## src/rtl/axis_spi_master_core.sv

```systemverilog
// AXI4-Stream to SPI master bridge: each accepted stream word is shifted out MSB-first
// on MOSI while the word clocked in on MISO is returned on the master stream.
module axis_spi_master_core #(
   parameter int SPI_MODE   = 3,
   parameter int DATA_WIDTH = 8,
   parameter int MAIN_CLK   = 27_000_000,
   parameter int SPI_CLK    = 6_750_000,
   parameter int SLAVE_NUM  = 1,
   parameter int WAIT_TIME  = 50,
   localparam int ADDR_W    = (SLAVE_NUM > 1) ? $clog2(SLAVE_NUM) : 1
) (
   input  logic                  clk_i,
   input  logic                  rst_i,
   input  logic [ADDR_W-1:0]     addr_i,
   output logic                  spi_clk_o,
   output logic [SLAVE_NUM-1:0]  spi_cs_o,
   output logic                  spi_mosi_o,
   input  logic                  spi_miso_i,
   input  logic [DATA_WIDTH-1:0] s_axis_tdata,
   input  logic                  s_axis_tvalid,
   output logic                  s_axis_tready,
   output logic [DATA_WIDTH-1:0] m_axis_tdata,
   output logic                  m_axis_tvalid,
   input  logic                  m_axis_tready
);

   localparam int HALF_RAW       = MAIN_CLK / (2 * SPI_CLK);
   localparam int HALF           = (HALF_RAW < 1) ? 1 : HALF_RAW;
   localparam logic [1:0] MODE   = 2'(SPI_MODE);
   localparam logic CPOL         = MODE[1];
   localparam logic CPHA         = MODE[0];
   localparam int DIV_W          = (HALF > 1) ? $clog2(HALF) : 1;
   localparam int EDGES          = 2 * DATA_WIDTH;
   localparam int EDGE_W         = $clog2(EDGES + 1);
   localparam int WAIT_W         = (WAIT_TIME > 1) ? $clog2(WAIT_TIME) : 1;
   localparam int WAIT_LAST      = (WAIT_TIME > 0) ? WAIT_TIME - 1 : 0;

   typedef enum logic [1:0] {
      ST_IDLE,
      ST_XFER,
      ST_HOLD,
      ST_WAIT
   } state_t;

   state_t                state, state_nxt;
   logic [DIV_W-1:0]      div_cnt;
   logic [EDGE_W-1:0]     edge_cnt;
   logic [WAIT_W-1:0]     wait_cnt;
   logic [DATA_WIDTH-1:0] tx_sr;
   logic [DATA_WIDTH-1:0] tx_next;
   logic [DATA_WIDTH-1:0] rx_sr;
   logic [ADDR_W-1:0]     addr_q;

   logic s_hs;
   logic m_hs;
   logic half_tick;
   logic edge_tick;
   logic last_edge;
   logic leading;
   logic shift_ev;
   logic sample_ev;
   logic hold_done;
   logic wait_done;

   // Holding off new words while a result is pending is what prevents receive overflow.
   assign s_axis_tready = (state == ST_IDLE) && !m_axis_tvalid && !rst_i;
   assign s_hs          = s_axis_tvalid && s_axis_tready;
   assign m_hs          = m_axis_tvalid && m_axis_tready;
   assign half_tick     = (div_cnt == DIV_W'(HALF - 1));
   assign edge_tick     = (state == ST_XFER) && half_tick;
   assign last_edge     = edge_tick && (edge_cnt == EDGE_W'(EDGES - 1));
   assign leading       = !edge_cnt[0];
   assign hold_done     = (state == ST_HOLD) && half_tick;
   assign wait_done     = (state == ST_WAIT) && (wait_cnt == WAIT_W'(WAIT_LAST));
   assign tx_next       = tx_sr << 1;

   // CPHA=0 shifts on trailing edges (never after the final edge); CPHA=1 on leading edges.
   assign shift_ev  = edge_tick && (CPHA ? leading : (!leading && !last_edge));
   assign sample_ev = edge_tick && (CPHA ? !leading : leading);

   always_ff @(posedge clk_i) begin
      if (rst_i) state <= ST_IDLE;
      else       state <= state_nxt;
   end

   always_comb begin
      state_nxt = state;
      case (state)
         ST_IDLE: if (s_hs)      state_nxt = ST_XFER;
         ST_XFER: if (last_edge) state_nxt = ST_HOLD;
         ST_HOLD: if (hold_done) state_nxt = ST_WAIT;
         ST_WAIT: if (wait_done) state_nxt = ST_IDLE;
         default:                state_nxt = ST_IDLE;
      endcase
   end

   // An out-of-range address leaves every select high while the word still runs.
   always_comb begin
      spi_cs_o = '1;
      if ((state == ST_XFER) || (state == ST_HOLD)) begin
         for (int i = 0; i < SLAVE_NUM; i++) begin
            if (addr_q == ADDR_W'(i)) spi_cs_o[i] = 1'b0;
         end
      end
   end

   always_ff @(posedge clk_i) begin
      if (rst_i) begin
         div_cnt  <= '0;
         edge_cnt <= '0;
         wait_cnt <= '0;
      end else begin
         div_cnt <= ((state == ST_IDLE) || half_tick) ? '0 : div_cnt + 1'b1;
         if (state == ST_IDLE)  edge_cnt <= '0;
         else if (edge_tick)    edge_cnt <= edge_cnt + 1'b1;
         if (state != ST_WAIT)  wait_cnt <= '0;
         else                   wait_cnt <= wait_cnt + 1'b1;
      end
   end

   always_ff @(posedge clk_i) begin
      if (s_hs) begin
         tx_sr  <= s_axis_tdata;
         addr_q <= addr_i;
      end else if (shift_ev) begin
         tx_sr  <= tx_next;
      end
      if (sample_ev) rx_sr <= (rx_sr << 1) | DATA_WIDTH'(spi_miso_i);
   end

   always_ff @(posedge clk_i) begin
      if (rst_i) begin
         spi_clk_o     <= CPOL;
         spi_mosi_o    <= 1'b0;
         m_axis_tvalid <= 1'b0;
         m_axis_tdata  <= '0;
      end else begin
         if (edge_tick) spi_clk_o <= ~spi_clk_o;
         if (s_hs && !CPHA)  spi_mosi_o <= s_axis_tdata[DATA_WIDTH-1];
         else if (shift_ev)  spi_mosi_o <= CPHA ? tx_sr[DATA_WIDTH-1] : tx_next[DATA_WIDTH-1];
         if (hold_done) begin
            m_axis_tvalid <= 1'b1;
            m_axis_tdata  <= rx_sr;
         end else if (m_hs) begin
            m_axis_tvalid <= 1'b0;
         end
      end
   end

endmodule

```

## config.mk

```make
export PLATFORM = sky130hd
export DESIGN_NAME = axis_spi_master_core
export DESIGN_NICKNAME = d
export VERILOG_FILES = /design/src/rtl/axis_spi_master_core.sv
export SDC_FILE = /design/constraint.sdc
export NUM_CORES = 1
export LEC_CHECK = 0
export ABC_AREA = 1
export BUFFER_PORTS_ARGS = -buffer_cell sky130_fd_sc_hd__buf_2
export CELL_PAD_IN_SITES_DETAIL_PLACEMENT = 0
export CELL_PAD_IN_SITES_GLOBAL_PLACEMENT = 1
export CORE_ASPECT_RATIO = 0.8
export CORE_MARGIN = 3
export CORE_UTILIZATION = 37
export DETAILED_ROUTE_END_ITERATION = 10
export PLACE_DENSITY_LB_ADDON = 0.3
export SLEW_MARGIN = 10
export SYNTH_ARGS = -nofsm -noshare
export SYNTH_HDL_FRONTEND = slang
export SYNTH_SLANG_ARGS = --single-unit
```

## constraint.sdc

```tcl
create_clock -name clk_i -period 1.55 [get_ports clk_i]
set_clock_uncertainty 0.2 [all_clocks]
set_input_delay 0 -clock clk_i [delete_from_list [all_inputs] [get_ports clk_i]]
set_output_delay 0 -clock clk_i [all_outputs]
set_load 0.005 [all_outputs]
```

### After elaboration in Yosys (flattened, before gate mapping)

Cells that the tools add are included.
Widths: inputs -> output; s select.

| word-level totals | value |
|---|---|
| output and inout bits | 13 |
| register bits | 42 |

| operators by class | value |
|---|---|
| equality and inequality tests | 10 |
| add/sub/neg operators | 3 |
| mux-type cells | 11 |
| reduce and logical (&&, ||, !) cells | 22 |
| bitwise gates (word level) | 2 |

Operators with widths:

| operator | number |
|---|---|
| $mux 8 | 2 |
| $logic_and 1x1->1 | 10 |
| $ne 2x2->1 const B | 5 |
| $mux 2 | 4 |
| $or 8x1->8 | 1 |
| $pmux 2 s4 | 1 |
| $add 6x1->6 const B | 1 |
| $eq 6x6->1 const B | 1 |
| $reduce_or 2->1 | 3 |
| $add 5x1->5 const B | 1 |
| $eq 5x4->1 const B | 1 |
| $eq 2x2->1 const B | 2 |
| $mux 1 | 4 |
| $reduce_and 4->1 | 1 |
| $reduce_bool 2->1 | 2 |
| $logic_not 1->1 | 3 |
| $eq 2x1->1 const B | 1 |
| $logic_not 2->1 | 1 |
| $logic_or 1x1->1 | 2 |
| $add 1x1->1 const B | 1 |
| $not 1->1 | 1 |

### Longest topological paths before layout

Gate-level depths: netlist (run 1).

| logic depth | value |
|---|---|
| depth after elaboration | 6 |
| mapped depth | 10 |
| gate-level depth less buffers | 10 |

### Worst setup path before layout (run 1)

Ideal clock, no wire load.

| timing path | value |
|---|---|
| path type | register -> register |
| start point | register state[0] |
| end point | register tx_sr[0] (enable) |
| path buffers | 1 |
| slack | -0.136 ns |
| period minus slack after synthesis | 1.686 ns |
| library setup time | 0.329 ns |
| data arrival time | 1.157 ns |
| data required time | 1.021 ns |
| cell stages (with the launch flop) | 8 |
| cell sequence | dfxtp_1 > inv_1 > ha_1 > inv_1 > nor2_1 > nand3_1 > buf_2 > nand2_1 |

| between the ends | value |
|---|---|
| cells in the longest elaborated chain, start to end | 5 |
| elaborated cells on any way between the ends | 8 |

RTL lines:

| what | line | RTL |
|---|---|---|
| start: declaration | 45 | `state_t state, state_nxt;` |
| start signal: assignment | 83 | `else state <= state_nxt;` |
| $logic_not 2->1 | 66 | `assign s_axis_tready = (state == ST_IDLE) && !m_axis_tvalid && !rst_i;` |
| $logic_and 1x1->1 (2 in series) | 66 |  |
| $logic_and 1x1->1 | 67 | `assign s_hs = s_axis_tvalid && s_axis_tready;` |
| $reduce_bool 2->1 (no source line) (*) | -- |  |
| end signal: assignment | 123 | `tx_sr <= s_axis_tdata;` |
| end signal: assignment | 126 | `tx_sr <= tx_next;` |
| end: declaration | 49 | `logic [DATA_WIDTH-1:0] tx_sr;` |

Mark *: on every way between the ends. The rest lies on a longest branch, timed or not.
A chain may end at the register's enable or synchronous reset.

### Worst setup path in the final report (run 1)

| timing path | value |
|---|---|
| start point | register state[0] |
| end point | register state[0] |

| between the ends | value |
|---|---|
| cells in the longest elaborated chain, start to end | 6 |
| elaborated cells on any way between the ends | 17 |

RTL lines:

| what | line |
|---|---|
| $logic_not 2->1 | 66, 88 |
| $logic_and 1x1->1 (2 in series) | 66 |
| $logic_and 1x1->1 | 67 |
| $ne 2x2->1 (no source line) | -- |
| $reduce_and 4->1 (no source line) | -- |

Parallel ways exist; a longest one is shown, timed or not.

==> run_results.csv, run 1 <==
group,metric,value,unit
worst_setup_path,r2r-start,"state[0]$_SDFFE_PP0P_",
pwr,leakagePower,0.00110,uW
synthesis,ys_seq_area_frac,0.583,
sta,relSlewSlack,0.828,
placed_design,hpwl,2390,um
synthesis,yosys_warnings,0,
route,detail_route.wl_per_cell,11.4,um
hold_path,min_from,"s_axis_tvalid",
synthesis,ys_types,22,
floorplanning,ios,27,
floorplanning,row_count,21,
route,drcViolationCount,0,
sta,min_period,1570,ps
clock_tree,cts_root_buf,"clkbuf_8",
clock_tree,path_clk_slew,80,ps
worst_setup_path,cp_max_fo,3,
worst_setup_path,crit_start,"state[0]$_SDFFE_PP0P_",
sta,setup_tns,-65.8,ps
floorplanning,die_h,67.2,um
layout,seq_area,1020,um2
sta,grt_setup_unrepaired,"yes",
route,final_antenna_net_count,0,
layout,fin_util,0.591,
synthesis,synth_area,1730,um2
layout,multi_input_comb_area,806,um2
pwr,p_per_area,1300,nW/um2
pwr,irDropWorstVdd,0.599,mV
grt,grt_max_degree,14,
sta,worst_pin_slew,257,ps
layout,syn2layout_area_growth,47.8,%
worst_setup_path,worst_setup_path_start_kind,"flip-flop",
sta,maxSlewViolCount,0,
clock_tree,htreeDepth,2,
clock_tree,cts_inserted_buffers,5,
layout,fill_cells,374,
sta,hold_violations,0,
floorplanning,die_area,5550,um2
worst_setup_path,required,1580,ps
hold_path,hold_class,"input port to flip-flop",
grt,grt_overflow,0,
clock_tree,clk_latency,290,ps
floorplanning,die_w,82.5,um
route,postRouteWirelength,3620,um
grt,antenna_found_initial,0,
layout,final_common_cell,"nor2_1",
sta,fin_ws,-19.9,ps
floorplanning,start_util,0.400,
worst_setup_path,setup.worst_path.end_class,"flip-flop",
layout,drive_gt1_frac,0.386,
route,drtPass1Iterations,4,
placed_design,post-place-cells,291,
grt,grt_pass1_vias,1383,
layout,final_net_count,281,
route,vias,1421,
run_status,violations,"negative setup slack",
synthesis,synthCells,193,
route,drt_iter0_drc,53,
synthesis,syn_area_per_cell,8.99,um2
floorplanning,core,4340,um2
clock_tree,cts_tree,"done",
run_status,outcome,"finished, violations left",
placed_design,numPortBuffers,26,
sta,hold_slack,47.8,ps
layout,finalNonFillerCells,316,
layout,diodes,0,
worst_setup_path,crit_arrival,1600,ps
sta,timing.final.crit_share,1.01,
job,cap_violations,0,
placed_design,gp_congestion,0.801,
grt,grt_pass1_wl,6060,um
clock_tree,clkSinkCount,42,
sta,finalSetupViolCount,10,
synthesis,yosys_register_bits,42,
clock_tree,clockBufferDepth,2,
layout,layout_common_cells,"32 x nor2_1, 25 x buf_2, 24 x nand2_1, 21 x dfxtp_1, 19 x inv_1",
synthesis,syn_nets,216,
grt,grt_use_total,0.149,
worst_setup_path,worst-setup-path-type,"flip-flop to flip-flop",
route,vias_per_cell,4.50,
sta,fmax,637,MHz
## Yosys cell counts
cell,count,area share
clkinv_2,1,0.0029
nand4_1,2,0.0072
nand3_1,5,0.014
xnor2_1,1,0.0051
nor3_1,5,0.014
nor2_1,35,0.076
nand2_1,38,0.082
nor4_1,1,0.0036
inv_2,1,0.0022
or2_2,1,0.0036
ha_1,9,0.065
nor3_2,1,0.0058
a21oi_1,5,0.014
inv_1,26,0.056
buf_2,1,0.0029
a211oi_1,2,0.0087
o21ai_0,13,0.038
clkbuf_2,1,0.0029
a21oi_2,1,0.0051
edfxtp_1,17,0.29
dfxtp_1,25,0.29
nand2_2,2,0.0072
## flip-flops by register name, summed over array words and instances (netlist names)
register / cells
addr_q: 1
m_axis_tdata: 8
wait_cnt: 6
state: 2
m_axis_tvalid: 1
edge_cnt: 5
spi_clk_o: 1
spi_mosi_o: 1
rx_sr: 8
div_cnt: 1
tx_sr: 8
## path summary, 6_finish.rpt
path,to,slack [ps],cells after the start
worst max-delay path,state[0]$_SDFFE_PP0P_,-20,10
worst min-delay path,tx_sr[4]$_DFFE_PP_,50,5
worst max register to register,state[0]$_SDFFE_PP0P_,-20,10
worst min register to register,rx_sr[4]$_DFFE_PP_,250,0
## layout make-up
cell class                      instances  area share
Clock buffer                            6      0.0322
Inverter                               28      0.0493
Clock inverter                          2     0.00293
Multi-Input combinational cell        121       0.314
Timing Repair Buffer                   60       0.177
Sequential cell                        42       0.396
Tap cell                               57      0.0278
## per-stage QoR
step / instance area [um2] / power [uW] / setup slack, ps
global placement: 2070 / 2160 / -190
global route: 2560 / 3540 / -131
finish: 2560 / 3330 / -19.9
floorplan: 1750 / 1850 / -2.19
detailed placement: 2070 / 2170 / -165
CTS: 2430 / 3160 / -42.4
## critical path, cell delays in order (launching register included)
cell,delay [ps]
dfxtp_2,360
inv_4,60
buf_4,140
ha_4,160
inv_1,50
nand2_1,50
a21oi_2,190
nand3_2,90
nand2_1,70
inv_1,40
nor2_1,90
## kinds of logic (layout without fill, tap and decap cells)
group | Yosys count | count (layout) | share of synthesized area
adders and majority gates | 9 | 9 | 0.0649
AOI/OAI and AO/OA | 21 | 21 | 0.0657
DFF | 42 | 42 | 0.583
buffers and inverters | 30 | 96 | 0.0671
xor gates and xnor gates | 1 | 1 | 0.00505
and+or+nand+nor | 90 | 90 | 0.214
## routing by layer
| metal | vias to the layer above | global-route usage | wire length [um] |
|---|---|---|---|
| met3 | 7 | 0.0427 | 123 |
| li1 | 744 | - | - |
| met4 | 0 | 0.0714 | 65 |
| met2 | 23 | 0.234 | 1710 |
| met5 | - | 0 | 0 |
| met1 | 647 | 0.188 | 1720 |
## power breakdown
| part | leakage, uW | switching (uW) | internal [uW] |
|---|---|---|---|
| clock | 0.0000463 | 375 | 351 |
| combinational | 0.000697 | 654 | 597 |
| sequential | 0.000360 | 69.3 | 1290 |
| total | 0.00110 | 1100 | 2230 |
## timing repair
item | 4_1_cts | 5_1_grt
hold endpoints to repair | 14 | 0
buffers inserted | 3 | 1
hold buffers | 12 | 0
resized for setup | 33 | 33
cloned | 1 | 0
pin swaps | 10 | 8
endpoints found under the setup margin | 31 | 34
Note: power is estimated with default switching activity, not from simulation.
==> run 2, diff against run 1 <==
Settings changed: REMOVE_ABC_BUFFERS set to 1.
==> run_results.csv, run 2 (synthesized netlist as in run 1, its figures left out) <==
group,metric,value,unit
grt,grt_overflow,0,
route,drt_iter0_drc,104,
sta,grt_setup_unrepaired,"yes",
grt,grt_max_degree,14,
grt,grt_pass1_wl,5790,um
worst_setup_path,r2r-start,"edge_cnt[1]$_SDFFE_PP0N_",
pwr,internal_power,2360,uW
layout,final_common_cell,"nor2_1",
worst_setup_path,slowest_delay,360,ps
hold_path,min_delay_path_depth,2,
sta,timing.final.crit_share,1.09,
hold_path,min_from,"spi_miso_i",
clock_tree,clkSinkCount,42,
hold_path,hold_class,"input port to flip-flop",
placed_design,post-place-cells,293,
layout,final_area,2580,um2
grt,grt_use_total,0.140,
route,drtPass1Iterations,4,
worst_setup_path,crit_slowest_cell,"dfxtp_2",
pwr,switching_power,1050,uW
route,drcViolationCount,0,
sta,finalSetupViolCount,9,
route,vias_per_cell,4.46,
sta,worst_pin_slew,275,ps
worst_setup_path,cp-endpoint,"state[0]$_SDFFE_PP0P_",
pwr,netSwitchingFraction,0.308,
clock_tree,path_clk_slew,70,ps
floorplanning,die_h,67.2,um
worst_setup_path,cp_max_fo,3,
worst_setup_path,worst_setup_path_start_kind,"flip-flop",
placed_design,hpwl,2300,um
worst_setup_path,crit_top_cell,"nor2_1",
sta,hold_violations,0,
floorplanning,ios,27,
route,dr.max_layer_used,"met4",
pwr,pwr-share-clk,0.235,
worst_setup_path,worst-setup-path-type,"flip-flop to flip-flop",
layout,drive_gt1_frac,0.379,
grt,antenna_found_initial,0,
floorplanning,core,4340,um2
floorplanning,start_util,0.400,
layout,fill_cells,402,
placed_design,numPortBuffers,26,
layout,syn2layout_area_growth,49.1,%
clock_tree,cts_root_buf,"clkbuf_8",
layout,top_regs,"m_axis_tdata (8), rx_sr (8), tx_sr (8)",
placed_design,placed_area,2080,um2
worst_setup_path,r2r_slack,-140,ps
floorplanning,die_w,82.5,um
clock_tree,htreeDepth,2,
worst_setup_path,crit_start,"edge_cnt[1]$_SDFFE_PP0N_",
route,detail_route.wl_per_cell,11.3,um
grt,grt_pass1_vias,1290,
layout,layout_common_cells,"33 x nor2_1, 27 x nand2_1, 25 x buf_2, 21 x inv_1, 21 x dfxtp_1",
worst_setup_path,setup.worst_path.end_class,"flip-flop",
sta,fmax,593,MHz
job,cap_violations,0,
layout,final_net_count,287,
clock_tree,clk_latency,290,ps
worst_setup_path,crit_arrival,1710,ps
floorplanning,row_count,21,
worst_setup_path,cp_cell_sequence,"ha_4 > inv_4 > nor3_4 > ha_2 > nor2_1 > a21oi_2 > nand3_2 > nand2_1 > inv_1 > nor2_1",
pwr,p_per_area,1320,nW/um2
pwr,p_comb_frac,0.366,
layout,fin_util,0.596,
sta,maxSlewViolCount,0,
route,wl_met2,1680,um
pwr,leakagePower,0.00116,uW
worst_setup_path,r2r_end,"state[0]$_SDFFE_PP0P_",
sta,min_period,1690,ps
route,vias,1432,
clock_tree,clockBufferDepth,2,
pwr,irDropWorstVdd,0.877,mV
route,final_antenna_net_count,0,
sta,fin_ws,-136,ps
sta,relSlewSlack,0.817,
placed_design,gp_congestion,0.761,
run_status,outcome,"finished, violations left",
route,wl_met1,1740,um
layout,diodes,0,
route,postRouteWirelength,3610,um
worst_setup_path,r2r_cells,10,
run_status,violations,"negative setup slack",
clock_tree,cts_tree,"done",
layout,finalNonFillerCells,321,
pwr,seqPwrFrac,0.399,
worst_setup_path,required,1580,ps
sta,setup_tns,-407,ps
floorplanning,die_area,5550,um2
route,wl_met3,136,um
clock_tree,cts_inserted_buffers,5,
run 2: power by group through the flow:
stage,combinational [uW],sequential [uW],clock (uW)
6_report,1250,1360,800
5_1_grt,1390,1370,871
4_1_cts,993,1340,824
3_5_place_dp,805,1360,0
3_3_place_gp,801,1360,0
2_1_floorplan,476,1350,0
run 2: worst min path at each step:
stage / end / slack [ps]
floorplan: s_axis_tready / -170
global placement: addr_q$_DFFE_PP_ / -20
detailed placement: rx_sr[0]$_DFFE_PP_ / -20
CTS: addr_q$_DFFE_PP_ / 210
global route: rx_sr[0]$_DFFE_PP_ / 220
finish: rx_sr[0]$_DFFE_PP_ / 220
run 2: layout make-up:
cell class                      instances  area (um2)  area share
Timing Repair Buffer                   66         512       0.198
Tap cell                               57        71.3      0.0276
Clock buffer                            7         108      0.0416
Sequential cell                        42        1020       0.393
Inverter                               28         115      0.0445
Multi-Input combinational cell        121         763       0.295
run 2: metrics by stage:
step	total power, uW	setup slack [ps]	hold slack (ps)
2_1_floorplan	1830	-218	-166
3_3_place_gp	2160	-105	-22.9
3_5_place_dp	2160	-129	-21.9
4_1_cts	3160	-76.7	210
5_1_grt	3630	-272	223
6_report	3410	-136	219
run 2: critical path, delay by kind of cell (launching register included):
family,cells,cell delay (ps)
adders and majority gates,2,340
and+or+nand+nor,5,480
buffers and inverters,2,80
AOI/OAI and AO/OA,1,170
DFF,1,360
run 2: timing repair:
action	4_1_cts	5_1_grt
endpoints found under the hold margin	15	0
resized for setup	14	43
setup buffers	3	5
hold buffers	13	0
pin swaps	2	26
setup endpoints to repair	30	44
run 2: routing by layer:
metal | up-vias | global-route usage
met1 | 643 | 0.196
met2 | 24 | 0.208
li1 | 758 | -
met4 | 0 | 0.0429
met3 | 7 | 0.0400
met5 | - | 0
==> run 3, diff against run 2 <==
==> constraint.sdc (replaced) <==
create_clock -name clk_i -period 1.55 [get_ports clk_i]
set_clock_uncertainty 0.2 [all_clocks]
set_input_delay 0.3875 -clock clk_i [delete_from_list [all_inputs] [get_ports clk_i]]
set_output_delay 0.3875 -clock clk_i [all_outputs]
set_load 0.005 [all_outputs]
==> run_results.csv, run 3 (synthesized netlist as in run 1, its figures left out) <==
group,metric,value,unit
floorplanning,row_count,21,
route,postRouteWirelength,3490,um
clock_tree,clkSinkCount,42,
worst_setup_path,r2r_slack,-110,ps
worst_setup_path,worst-path-buf-inv,3,
sta,hold_slack,61.2,ps
run_status,violations,"negative setup slack",
layout,top_regs,"m_axis_tdata (8), rx_sr (8), tx_sr (8)",
grt,antenna_found_initial,0,
floorplanning,start_util,0.400,
floorplanning,core,4340,um2
worst_setup_path,cp.depth,5,
worst_setup_path,required,960,ps
route,final_antenna_net_count,0,
pwr,p_per_area,1400,nW/um2
floorplanning,die_area,5550,um2
route,drt_iter0_drc,40,
route,drtPass1Iterations,4,
layout,layout_common_cells,"30 x nor2_1, 29 x nand2_1, 25 x buf_2, 21 x dfxtp_1, 18 x inv_1",
hold_path,hold_class,"input port to flip-flop",
worst_setup_path,setup.worst_path.end_class,"output port",
placed_design,numPortBuffers,26,
sta,min_period,1910,ps
worst_setup_path,r2r_cells,9,
layout,syn2layout_area_growth,41.6,%
hold_path,min_from,"addr_i",
pwr,leakagePower,0.00109,uW
placed_design,hpwl,2400,um
grt,grt_max_degree,15,
route,detail_route.wl_per_cell,11.4,um
sta,worst_pin_slew,247,ps
job,cap_violations,0,
pwr,irDropWorstVdd,0.821,mV
worst_setup_path,worst-setup-path-type,"flip-flop to output port",
clock_tree,cts_inserted_buffers,5,
route,drcViolationCount,0,
sta,timing.final.crit_share,1.23,
clock_tree,htreeDepth,2,
placed_design,pre_cts_ws,-164,ps
layout,diodes,0,
clock_tree,path_clk_slew,80,ps
floorplanning,die_w,82.5,um
sta,relSlewSlack,0.835,
grt,grt_use_total,0.141,
placed_design,gp_congestion,0.810,
floorplanning,die_h,67.2,um
grt,grt_overflow,0,
clock_tree,cts_tree,"done",
worst_setup_path,r2r_end,"tx_sr[2]$_DFFE_PP_",
sta,hold_violations,0,
clock_tree,clockBufferDepth,2,
sta,grt_setup_unrepaired,"yes",
layout,final_net_count,270,
clock_tree,clk_latency,300,ps
worst_setup_path,crit_arrival,1330,ps
floorplanning,ios,27,
grt,grt_pass1_wl,5790,um
sta,setup_tns,-1640,ps
worst_setup_path,r2r-start,"state[1]$_SDFFE_PP0P_",
route,vias,1362,
worst_setup_path,crit_slowest_cell,"dfxtp_2",
layout,drive_gt1_frac,0.411,
grt,grt_pass1_vias,1322,
sta,fmax,523,MHz
sta,maxSlewViolCount,0,
sta,finalSetupViolCount,12,
worst_setup_path,cp-endpoint,"spi_cs_o",
worst_setup_path,cp_cell_sequence,"inv_4 > ha_4 > inv_2 > or2_4 > buf_6",
run_status,outcome,"finished, violations left",
worst_setup_path,path_delay_family,"flip-flops",
route,vias_per_cell,4.47,
sta,fin_ws,-363,ps
worst_setup_path,cp_max_fo,4,
worst_setup_path,worst_setup_path_start_kind,"flip-flop",
layout,final_common_cell,"nor2_1",
worst_setup_path,slowest_delay,360,ps
clock_tree,cts_root_buf,"clkbuf_8",
worst_setup_path,crit_start,"state[1]$_SDFFE_PP0P_",
[run 3: changes by cell type in the layout (fill, tap and decap cells not counted), moves of 2 or more]
cell           delta
a211oi_1          +2
a211oi_2          -2
buf_4             -3
dlygate4sd3_1    -13
inv_1             -3
inv_4             +3
nand2_1           +2
nand2_2           -2
nand3_2           +2
nor2_1            -3
nor2_2            +2
o21ai_0           -7
o21ai_1           +6
[run 3: worst min-delay path by stage]
| stage | to | slack, ps | cells after the start |
|---|---|---|---|
| floorplan | rx_sr[1]$_DFFE_PP_ | 220 | 0 |
| global placement | rx_sr[3]$_DFFE_PP_ | 220 | 0 |
| detailed placement | rx_sr[4]$_DFFE_PP_ | 230 | 0 |
| CTS | addr_q$_DFFE_PP_ | 50 | 1 |
| global route | addr_q$_DFFE_PP_ | 60 | 1 |
| finish | addr_q$_DFFE_PP_ | 60 | 1 |
[run 3: worst register-to-register path, delay by kind of cell, from the launching register on]
kind	cells	cell delay, ps
adders and majority gates	1	160
buffers and inverters	4	420
DFF	1	340
and+or+nand+nor	4	300
[run 3: routing by layer]
metal,vias to the layer above,routed length [um],global-route usage
met5,-,0,0
met4,0,47,0.0551
met3,5,172,0.0440
met2,24,1570,0.220
met1,608,1690,0.183
li1,725,-,-
[run 3: stage by stage]
| stage | utilization | std cells | power [uW] | cell area, um2 |
|---|---|---|---|---|
| after floorplan | - | 191 | 1830 | 1720 |
| after global placement | 0.483 | 293 | 2200 | 2090 |
| after detailed placement | 0.483 | 293 | 2200 | 2090 |
| after CTS | 0.526 | 302 | 3210 | 2280 |
| after global routing | 0.566 | 305 | 3660 | 2450 |
| final | 0.566 | 305 | 3430 | 2450 |
[run 3: repair_timing]
| item | CTS | global route |
|---|---|---|
| gates cloned | 0 | 0 |
| pin swaps | 2 | 18 |
| setup buffers | 1 | 5 |
| resized for setup | 21 | 54 |
| hold buffers | 0 | 0 |
| endpoints found under the hold margin | 0 | 0 |
| setup endpoints to repair | 30 | 42 |
[run 3: cell type report]
| type | instances | area [um2] |
|---|---|---|
| clock buffer | 5 | 68.8 |
| clock inverter | 3 | 43.8 |
| fill | 399 | 1880 |
| inverter | 28 | 128 |
| multi-input combinational | 121 | 779 |
| sequential | 42 | 1020 |
| tap | 57 | 71.3 |
| timing repair buffer | 49 | 348 |
[run 3: report_power, final]
group / leakage (uW) / total (uW) / switching [uW] / internal (uW)
Combinational: 0.000680 / 1200 / 617 / 582
Clock: 0.0000547 / 875 / 395 / 480
Sequential: 0.000360 / 1350 / 66.3 / 1290
